## src/rtl/ex_alu_unit.sv

```systemverilog
`default_nettype none
// ============================================================================
// Module   : ex_alu_unit
// Brief    : Execute-stage ALU with built-in ALU-control decode, RV32I + M ops,
//            two-stage multiply and iterative restoring divide with stall.
// Revision : 1.0 - initial release
// ============================================================================
module ex_alu_unit #(
    parameter int XLEN = 32
) (
    input  logic            clk,
    input  logic            reset,
    input  logic            in_valid,
    input  logic [31:0]     inst,
    input  logic [1:0]      alu_op,
    input  logic [XLEN-1:0] src_a,
    input  logic [XLEN-1:0] src_b,
    input  logic            flush,
    output logic            stall,
    output logic            out_valid,
    output logic [XLEN-1:0] result,
    output logic            zero,
    output logic            illegal
);
    localparam int C_SHW = $clog2(XLEN);
    localparam int C_CW  = $clog2(XLEN);
    localparam logic [XLEN-1:0] C_SMIN = {1'b1, {(XLEN-1){1'b0}}};

    typedef enum logic [1:0] {
        S_IDLE = 2'd0,
        S_MUL  = 2'd1,
        S_DIV  = 2'd2
    } state_e;

    typedef enum logic [4:0] {
        OP_ADD, OP_SUB, OP_SLL, OP_SLT, OP_SLTU, OP_XOR, OP_SRL, OP_SRA, OP_OR, OP_AND,
        OP_MUL, OP_MULH, OP_MULHSU, OP_MULHU, OP_DIV, OP_DIVU, OP_REM, OP_REMU
    } op_e;

    function automatic op_e base_op(input logic [2:0] f3);
        case (f3)
            3'b000:  return OP_ADD;
            3'b001:  return OP_SLL;
            3'b010:  return OP_SLT;
            3'b011:  return OP_SLTU;
            3'b100:  return OP_XOR;
            3'b101:  return OP_SRL;
            3'b110:  return OP_OR;
            default: return OP_AND;
        endcase
    endfunction

    function automatic op_e m_op(input logic [2:0] f3);
        case (f3)
            3'b000:  return OP_MUL;
            3'b001:  return OP_MULH;
            3'b010:  return OP_MULHSU;
            3'b011:  return OP_MULHU;
            3'b100:  return OP_DIV;
            3'b101:  return OP_DIVU;
            3'b110:  return OP_REM;
            default: return OP_REMU;
        endcase
    endfunction

    state_e                state_q, state_d;
    logic [C_CW-1:0]       cnt_q, cnt_d;
    logic [XLEN-1:0]       result_q, result_d;
    logic                  zero_q, zero_d;
    logic                  illegal_q, illegal_d;
    logic                  valid_q, valid_d;
    logic [2*XLEN-1:0]     prod_q, prod_d;
    logic                  mulhi_q, mulhi_d;
    logic [XLEN-1:0]       quo_q, quo_d;
    logic [XLEN-1:0]       rem_q, rem_d;
    logic [XLEN-1:0]       dvs_q, dvs_d;
    logic                  negq_q, negq_d;
    logic                  negr_q, negr_d;
    logic                  isrem_q, isrem_d;

    logic [6:0]            w_funct7;
    logic [2:0]            w_funct3;
    op_e                   w_op;
    logic                  w_dec_illegal;
    logic                  w_is_mul, w_is_div, w_div_signed, w_is_rem;
    logic                  w_div_zero, w_div_ovf, w_fast, w_long;
    logic [C_SHW-1:0]      w_shamt;
    logic [XLEN-1:0]       w_alu_res, w_fast_res;
    logic [2*XLEN-1:0]     w_mul_a, w_mul_b;
    logic [XLEN-1:0]       w_a_mag, w_b_mag;
    logic [XLEN:0]         w_rem_sh, w_diff;
    logic                  w_qbit;
    logic [XLEN-1:0]       w_rem_nx, w_quo_nx, w_div_res;
    logic                  unused_inst;

    assign w_funct7    = inst[31:25];
    assign w_funct3    = inst[14:12];
    assign unused_inst = ^{inst[24:15], inst[11:0]};
    assign w_shamt     = src_b[C_SHW-1:0];

    always_comb begin
        w_op          = OP_ADD;
        w_dec_illegal = 1'b0;
        unique case (alu_op)
            2'b00: w_op = OP_ADD;
            2'b01: w_op = OP_SUB;
            2'b10: begin
                if (w_funct7 == 7'b0000000)
                    w_op = base_op(w_funct3);
                else if (w_funct7 == 7'b0100000 && w_funct3 == 3'b000)
                    w_op = OP_SUB;
                else if (w_funct7 == 7'b0100000 && w_funct3 == 3'b101)
                    w_op = OP_SRA;
                else if (w_funct7 == 7'b0000001)
                    w_op = m_op(w_funct3);
                else
                    w_dec_illegal = 1'b1;
            end
            default: begin
                // Immediate forms ignore funct7 except to pick SRAI over SRLI
                w_op = base_op(w_funct3);
                if (w_funct3 == 3'b101 && w_funct7 == 7'b0100000)
                    w_op = OP_SRA;
            end
        endcase
    end

    assign w_is_mul     = (w_op == OP_MUL) || (w_op == OP_MULH) ||
                          (w_op == OP_MULHSU) || (w_op == OP_MULHU);
    assign w_is_div     = (w_op == OP_DIV) || (w_op == OP_DIVU) ||
                          (w_op == OP_REM) || (w_op == OP_REMU);
    assign w_div_signed = (w_op == OP_DIV) || (w_op == OP_REM);
    assign w_is_rem     = (w_op == OP_REM) || (w_op == OP_REMU);
    assign w_div_zero   = (src_b == '0);
    assign w_div_ovf    = w_div_signed && (src_a == C_SMIN) && (src_b == '1);
    assign w_fast       = w_div_zero || w_div_ovf;
    assign w_long       = in_valid && (w_is_mul || (w_is_div && !w_fast));

    always_comb begin
        if (w_div_zero)
            w_fast_res = w_is_rem ? src_a : '1;
        else
            w_fast_res = w_is_rem ? '0 : src_a;
    end

    always_comb begin
        w_alu_res = src_a + src_b;
        case (w_op)
            OP_SUB:  w_alu_res = src_a - src_b;
            OP_SLL:  w_alu_res = src_a << w_shamt;
            OP_SLT:  w_alu_res = {{(XLEN-1){1'b0}}, $signed(src_a) < $signed(src_b)};
            OP_SLTU: w_alu_res = {{(XLEN-1){1'b0}}, src_a < src_b};
            OP_XOR:  w_alu_res = src_a ^ src_b;
            OP_SRL:  w_alu_res = src_a >> w_shamt;
            OP_SRA:  w_alu_res = $signed(src_a) >>> w_shamt;
            OP_OR:   w_alu_res = src_a | src_b;
            OP_AND:  w_alu_res = src_a & src_b;
            OP_DIV, OP_DIVU, OP_REM, OP_REMU: w_alu_res = w_fast_res;
            default: ;
        endcase
    end

    // Extending to 2*XLEN makes a truncated product exact for every sign mix
    assign w_mul_a = {{XLEN{src_a[XLEN-1] && (w_op == OP_MULH || w_op == OP_MULHSU)}}, src_a};
    assign w_mul_b = {{XLEN{src_b[XLEN-1] && (w_op == OP_MULH)}}, src_b};

    assign w_a_mag = (w_div_signed && src_a[XLEN-1]) ? -src_a : src_a;
    assign w_b_mag = (w_div_signed && src_b[XLEN-1]) ? -src_b : src_b;

    assign w_rem_sh  = {rem_q, quo_q[XLEN-1]};
    assign w_diff    = w_rem_sh - {1'b0, dvs_q};
    assign w_qbit    = ~w_diff[XLEN];
    assign w_rem_nx  = w_qbit ? w_diff[XLEN-1:0] : w_rem_sh[XLEN-1:0];
    assign w_quo_nx  = {quo_q[XLEN-2:0], w_qbit};
    assign w_div_res = isrem_q ? (negr_q ? -w_rem_nx : w_rem_nx)
                               : (negq_q ? -w_quo_nx : w_quo_nx);

    assign stall = !flush && (((state_q == S_IDLE) && w_long) ||
                              ((state_q == S_DIV) && (cnt_q != '0)));

    always_comb begin
        state_d   = state_q;
        cnt_d     = cnt_q;
        result_d  = result_q;
        zero_d    = zero_q;
        illegal_d = illegal_q;
        valid_d   = 1'b0;
        prod_d    = prod_q;
        mulhi_d   = mulhi_q;
        quo_d     = quo_q;
        rem_d     = rem_q;
        dvs_d     = dvs_q;
        negq_d    = negq_q;
        negr_d    = negr_q;
        isrem_d   = isrem_q;
        if (flush) begin
            state_d = S_IDLE;
        end else begin
            case (state_q)
                S_IDLE: begin
                    if (in_valid) begin
                        if (w_is_mul) begin
                            prod_d  = w_mul_a * w_mul_b;
                            mulhi_d = (w_op != OP_MUL);
                            state_d = S_MUL;
                        end else if (w_is_div && !w_fast) begin
                            quo_d   = w_a_mag;
                            rem_d   = '0;
                            dvs_d   = w_b_mag;
                            negq_d  = w_div_signed && (src_a[XLEN-1] ^ src_b[XLEN-1]);
                            negr_d  = w_div_signed && src_a[XLEN-1];
                            isrem_d = w_is_rem;
                            cnt_d   = C_CW'(XLEN-1);
                            state_d = S_DIV;
                        end else begin
                            result_d  = w_alu_res;
                            illegal_d = w_dec_illegal;
                            valid_d   = 1'b1;
                        end
                    end
                end
                S_MUL: begin
                    result_d  = mulhi_q ? prod_q[2*XLEN-1:XLEN] : prod_q[XLEN-1:0];
                    illegal_d = 1'b0;
                    valid_d   = 1'b1;
                    state_d   = S_IDLE;
                end
                S_DIV: begin
                    quo_d = w_quo_nx;
                    rem_d = w_rem_nx;
                    if (cnt_q == '0) begin
                        result_d  = w_div_res;
                        illegal_d = 1'b0;
                        valid_d   = 1'b1;
                        state_d   = S_IDLE;
                    end else begin
                        cnt_d = cnt_q - C_CW'(1);
                    end
                end
                default: state_d = S_IDLE;
            endcase
        end
        // zero only follows result when a new result is actually written
        if (valid_d)
            zero_d = (result_d == '0);
    end

    always_ff @(posedge clk) begin
        if (reset) begin
            state_q   <= S_IDLE;
            cnt_q     <= '0;
            result_q  <= '0;
            zero_q    <= 1'b0;
            illegal_q <= 1'b0;
            valid_q   <= 1'b0;
            prod_q    <= '0;
            mulhi_q   <= 1'b0;
            quo_q     <= '0;
            rem_q     <= '0;
            dvs_q     <= '0;
            negq_q    <= 1'b0;
            negr_q    <= 1'b0;
            isrem_q   <= 1'b0;
        end else begin
            state_q   <= state_d;
            cnt_q     <= cnt_d;
            result_q  <= result_d;
            zero_q    <= zero_d;
            illegal_q <= illegal_d;
            valid_q   <= valid_d;
            prod_q    <= prod_d;
            mulhi_q   <= mulhi_d;
            quo_q     <= quo_d;
            rem_q     <= rem_d;
            dvs_q     <= dvs_d;
            negq_q    <= negq_d;
            negr_q    <= negr_d;
            isrem_q   <= isrem_d;
        end
    end

    assign out_valid = valid_q;
    assign result    = result_q;
    assign zero      = zero_q;
    assign illegal   = illegal_q;

endmodule
`default_nettype wire
```

## config.mk

```make
export PLATFORM = sky130hd
export DESIGN_NAME = ex_alu_unit
export DESIGN_NICKNAME = d
export VERILOG_FILES = /design/src/rtl/ex_alu_unit.sv
export SDC_FILE = /design/constraint.sdc
export NUM_CORES = 2
export LEC_CHECK = 0
export CORE_UTILIZATION = 46
export CTS_CLUSTER_SIZE = 28
export DETAILED_ROUTE_END_ITERATION = 16
export GPL_TIMING_DRIVEN = 0
export RECOVER_POWER = 100
export SLEW_MARGIN = 10
export SYNTH_ARGS = -nofsm -noshare
export SYNTH_HDL_FRONTEND = slang
export SYNTH_SLANG_ARGS = --single-unit
```

## constraint.sdc

```tcl
create_clock -name clk -period 21.6 [get_ports clk]
set_input_delay 2.16 -clock clk [delete_from_list [all_inputs] [get_ports clk]]
set_output_delay 2.16 -clock clk [all_outputs]
set_load 0.01 [all_outputs]
```

==> metrics.md <==
| Metric | Value |
|---|---|
| Status | `complete, but fails checks` |
| Failing checks | `max-capacitance violations, max-slew violations` |
| Residual DRC count | `0` |
| Sum of buffers and inverters on the critical path | `11` |
| FF+latch count, synth | `around 210` |
| Peak fanout along the critical path | `10` |
| Commonest non-fill, non-tap cell in the layout | `inv_1` |
| Register area share after synthesis | `0.06765` |
| Worst-Skew Late Latency | `0.56 ns` |
| Hold_buf cts | `0` |
| Critical-path top delay cell | `o311ai_0` |
| Worst hold path type | `register to register` |
| Syn-to-layout area delta | `7.140%` |
| CTS tree | `done` |
| FF+latch area | `between 4000 and 5000 µm²` |
| H-tree levels | `1` |
| Die width | `around 370 µm` |
| # nets final | `about 9,400` |
| Synth Flop Type | `dfxtp_1` |
| CP Data Required Time | `approximately 22 ns` |
| Routed WL per cell | `between 30 and 40 µm` |
| Area of the multi-input gates | `49,980 µm²` |
| Commonest non-fill, non-tap cells in the layout | `inv_1, nand2_1, fa_1` |
| Clk root buf | `clkbuf_16` |
| Final-report hold violation count | `0` |
| Critical Path Max Stage Delay | `2.26 ns` |
| CP arrival | `around 18 ns` |
| PortBufs | `110` |
| Die height | `366.0 µm` |
| Clk sinks | `206` |
| Via density | `6.575` |
| Period minus WS final | `17.86 ns` |
| Global route total overflow | `0` |
| Die Area | `between 100,000 and 150,000 µm²` |
| Worst setup EP type | `register` |
| Vias | `~63,000` |
| RSZ-0062 raised after global routing | `false` |
| Final HPWL DP | `between 200 and 300 mm` |
| Initial DRC count | `between 9,000 and 10,000` |
| Setup bufs post-CTS | `0` |
| Max capacitance violation total | `9` |
| Setup-failing EPs final | `0` |
| Crit-path leading delay family | `buffers and inverters` |
| CTS Buf Count | `23` |
| Final setup skew | `between 0.02 and 0.03 ns` |
| Share of flip-flops with an asynchronous set or reset | `0` |
| Number of detailed-routing iterations run before antenna repair | `6` |
| Clk buf depth | `3` |
| Fillers | `13,030` |
| Synth Warn # | `0` |
| Synth Instances | `around 7,600` |
| Netlist cell types | `106` |
| Initial Util | `0.4637` |
| Syn_area_per_cell | `around 8 µm²` |
| Slew Limit Fails | `58` |
| Worst-Margin Slew | `roughly 2.8 ns` |
| Post-CTS sizing | `0` |
| Drt total wl | `roughly 360 mm` |
| Clk slew on worst S/H paths | `about 0.07 ns` |
| Post-Syn Nets | `between 9,000 and 10,000` |
| Cell area after synthesis | `~61,000 µm²` |
| CP Launch Type | `input pin` |
| Core Box Area | `between 100,000 and 150,000 µm²` |
| Fraction of layout cells with a size suffix above 1 | `0.03373` |
| EDFF count, synth | `0` |
| Number of antenna violations at the first check in global routing | `39` |
| Maximum number of pins on one net before global-route repair | `25` |
| Critical path type | `input pin to register` |
| Post-route antenna net violation count | `0` |
| Tcrit/Tclk final | `0.8270` |
| RePlAce Congestion | `1.110` |
| Vias in the first global route | `between 60,000 and 70,000` |
| GRT Resource Usage Total | `0.5298` |
| Rows | `about 130` |
| Worst path most repeated cell | `clkbuf_1` |
| I/O pin total | `roughly 140` |
| First-pass GRT wire length | `491.0 mm` |
| Setup_tns | `0 ns` |
| FMAX | `approximately 0.056 GHz` |
| Max_slew headroom | `-0.8657` |
-- synthesized netlist by cell type, drive strengths merged (44+ instances only) --
master     n  area [µm²]
inv     1314        4932
nand2   1156        4339
fa      1128       22580
nor2     740        2778
ha       351        4392
clkbuf   338        1270
a21oi    325        1630
o21ai    263        1320
dfxtp    206        4124
xnor2    182        1594
buf      148       623.1
a211oi   105       798.3
nor3     102       520.5
mux2i     89       890.9
a21o      81       609.3
nand3     71       355.3
xor2      68       595.6
o31ai     55       412.9
mux2      54       608.1
o22ai     48       300.3
nor4      47       315.3
or3       44       275.3
-- final timing paths --
path              cells past startpoint  slack [ns]  startpoint         end
setup / recovery                     35        3.74    src_b[3]  prod_q[63]
hold / removal                        2        0.45   prod_q[5]   prod_q[5]
setup reg to reg                     28       11.47   quo_q[31]        zero
hold reg to reg                       2        0.45   prod_q[5]   prod_q[5]
-- metal layers --
layer / vias to the layer above / GRT usage / wire [µm]
li1: 24660 / - / -
met1: 31500 / 0.6656 / 128800
met2: 5363 / 0.7310 / 139900
met3: 1416 / 0.1970 / 51710
met4: 28 / 0.4122 / 36010
met5: - / 0 / 193
-- stage by stage --
step	utilization	area, µm²	worst slack, ns	std cells	hold slack, ns
floorplan	-	60960	9.416	7634	0.4248
finish	0.4968	65320	3.736	9577	0.4549
global route	0.4964	65260	4.166	9553	0.4665
detailed placement	0.4902	64440	4.752	9508	0.4421
CTS	0.4963	65240	5.242	9549	0.4512
global placement	0.4888	64260	4.777	9499	0.4358
-- kinds of logic after synthesis --
| family | after synthesis | synth area share |
|---|---|---|
| buffers and inverters | 1818 | 0.1131 |
| xor gates and xnor gates | 250 | 0.03592 |
| adders and majority gates | 1479 | 0.4425 |
| muxes | 153 | 0.02828 |
| DFF | 206 | 0.06765 |
| AOI/OAI and AO/OA | 1296 | 0.1416 |
| and+or+nand+nor | 2432 | 0.1710 |
-- cell type report --
type,count,share of cell area
multi-input combinational,5610,0.7652
inverter,1332,0.07655
clock inverter,12,0.002624
tap,1755,0.03362
buffer,486,0.02952
clock buffer,29,0.009616
timing repair buffer,122,0.01877
antenna,25,0.0009578
sequential,206,0.06314
-- state kept, by name (all words and copies together) (netlist names) --
| name | cells |
|---|---|
| negq_q | 1 |
| zero | 1 |
| cnt_q | 5 |
| dvs_q | 32 |
| illegal | 1 |
| result | 32 |
| quo_q | 32 |
| rem_q | 32 |
| state_q | 2 |
| isrem_q | 1 |
| out_valid | 1 |
| mulhi_q | 1 |
| negr_q | 1 |
| prod_q | 64 |
-- worst register-to-register path, delay by kind of cell (launching register included) --
kind,cells,cell delay (ns)
buffers and inverters,6,2.24
DFF,1,0.34
xor gates and xnor gates,1,0.28
adders and majority gates,3,0.94
AOI/OAI and AO/OA,11,3.46
and+or+nand+nor,7,2.83
Power is left out: the tool's default activity adds up to more than one toggle a clock period on the data nets, which glitch-free logic cannot reach.
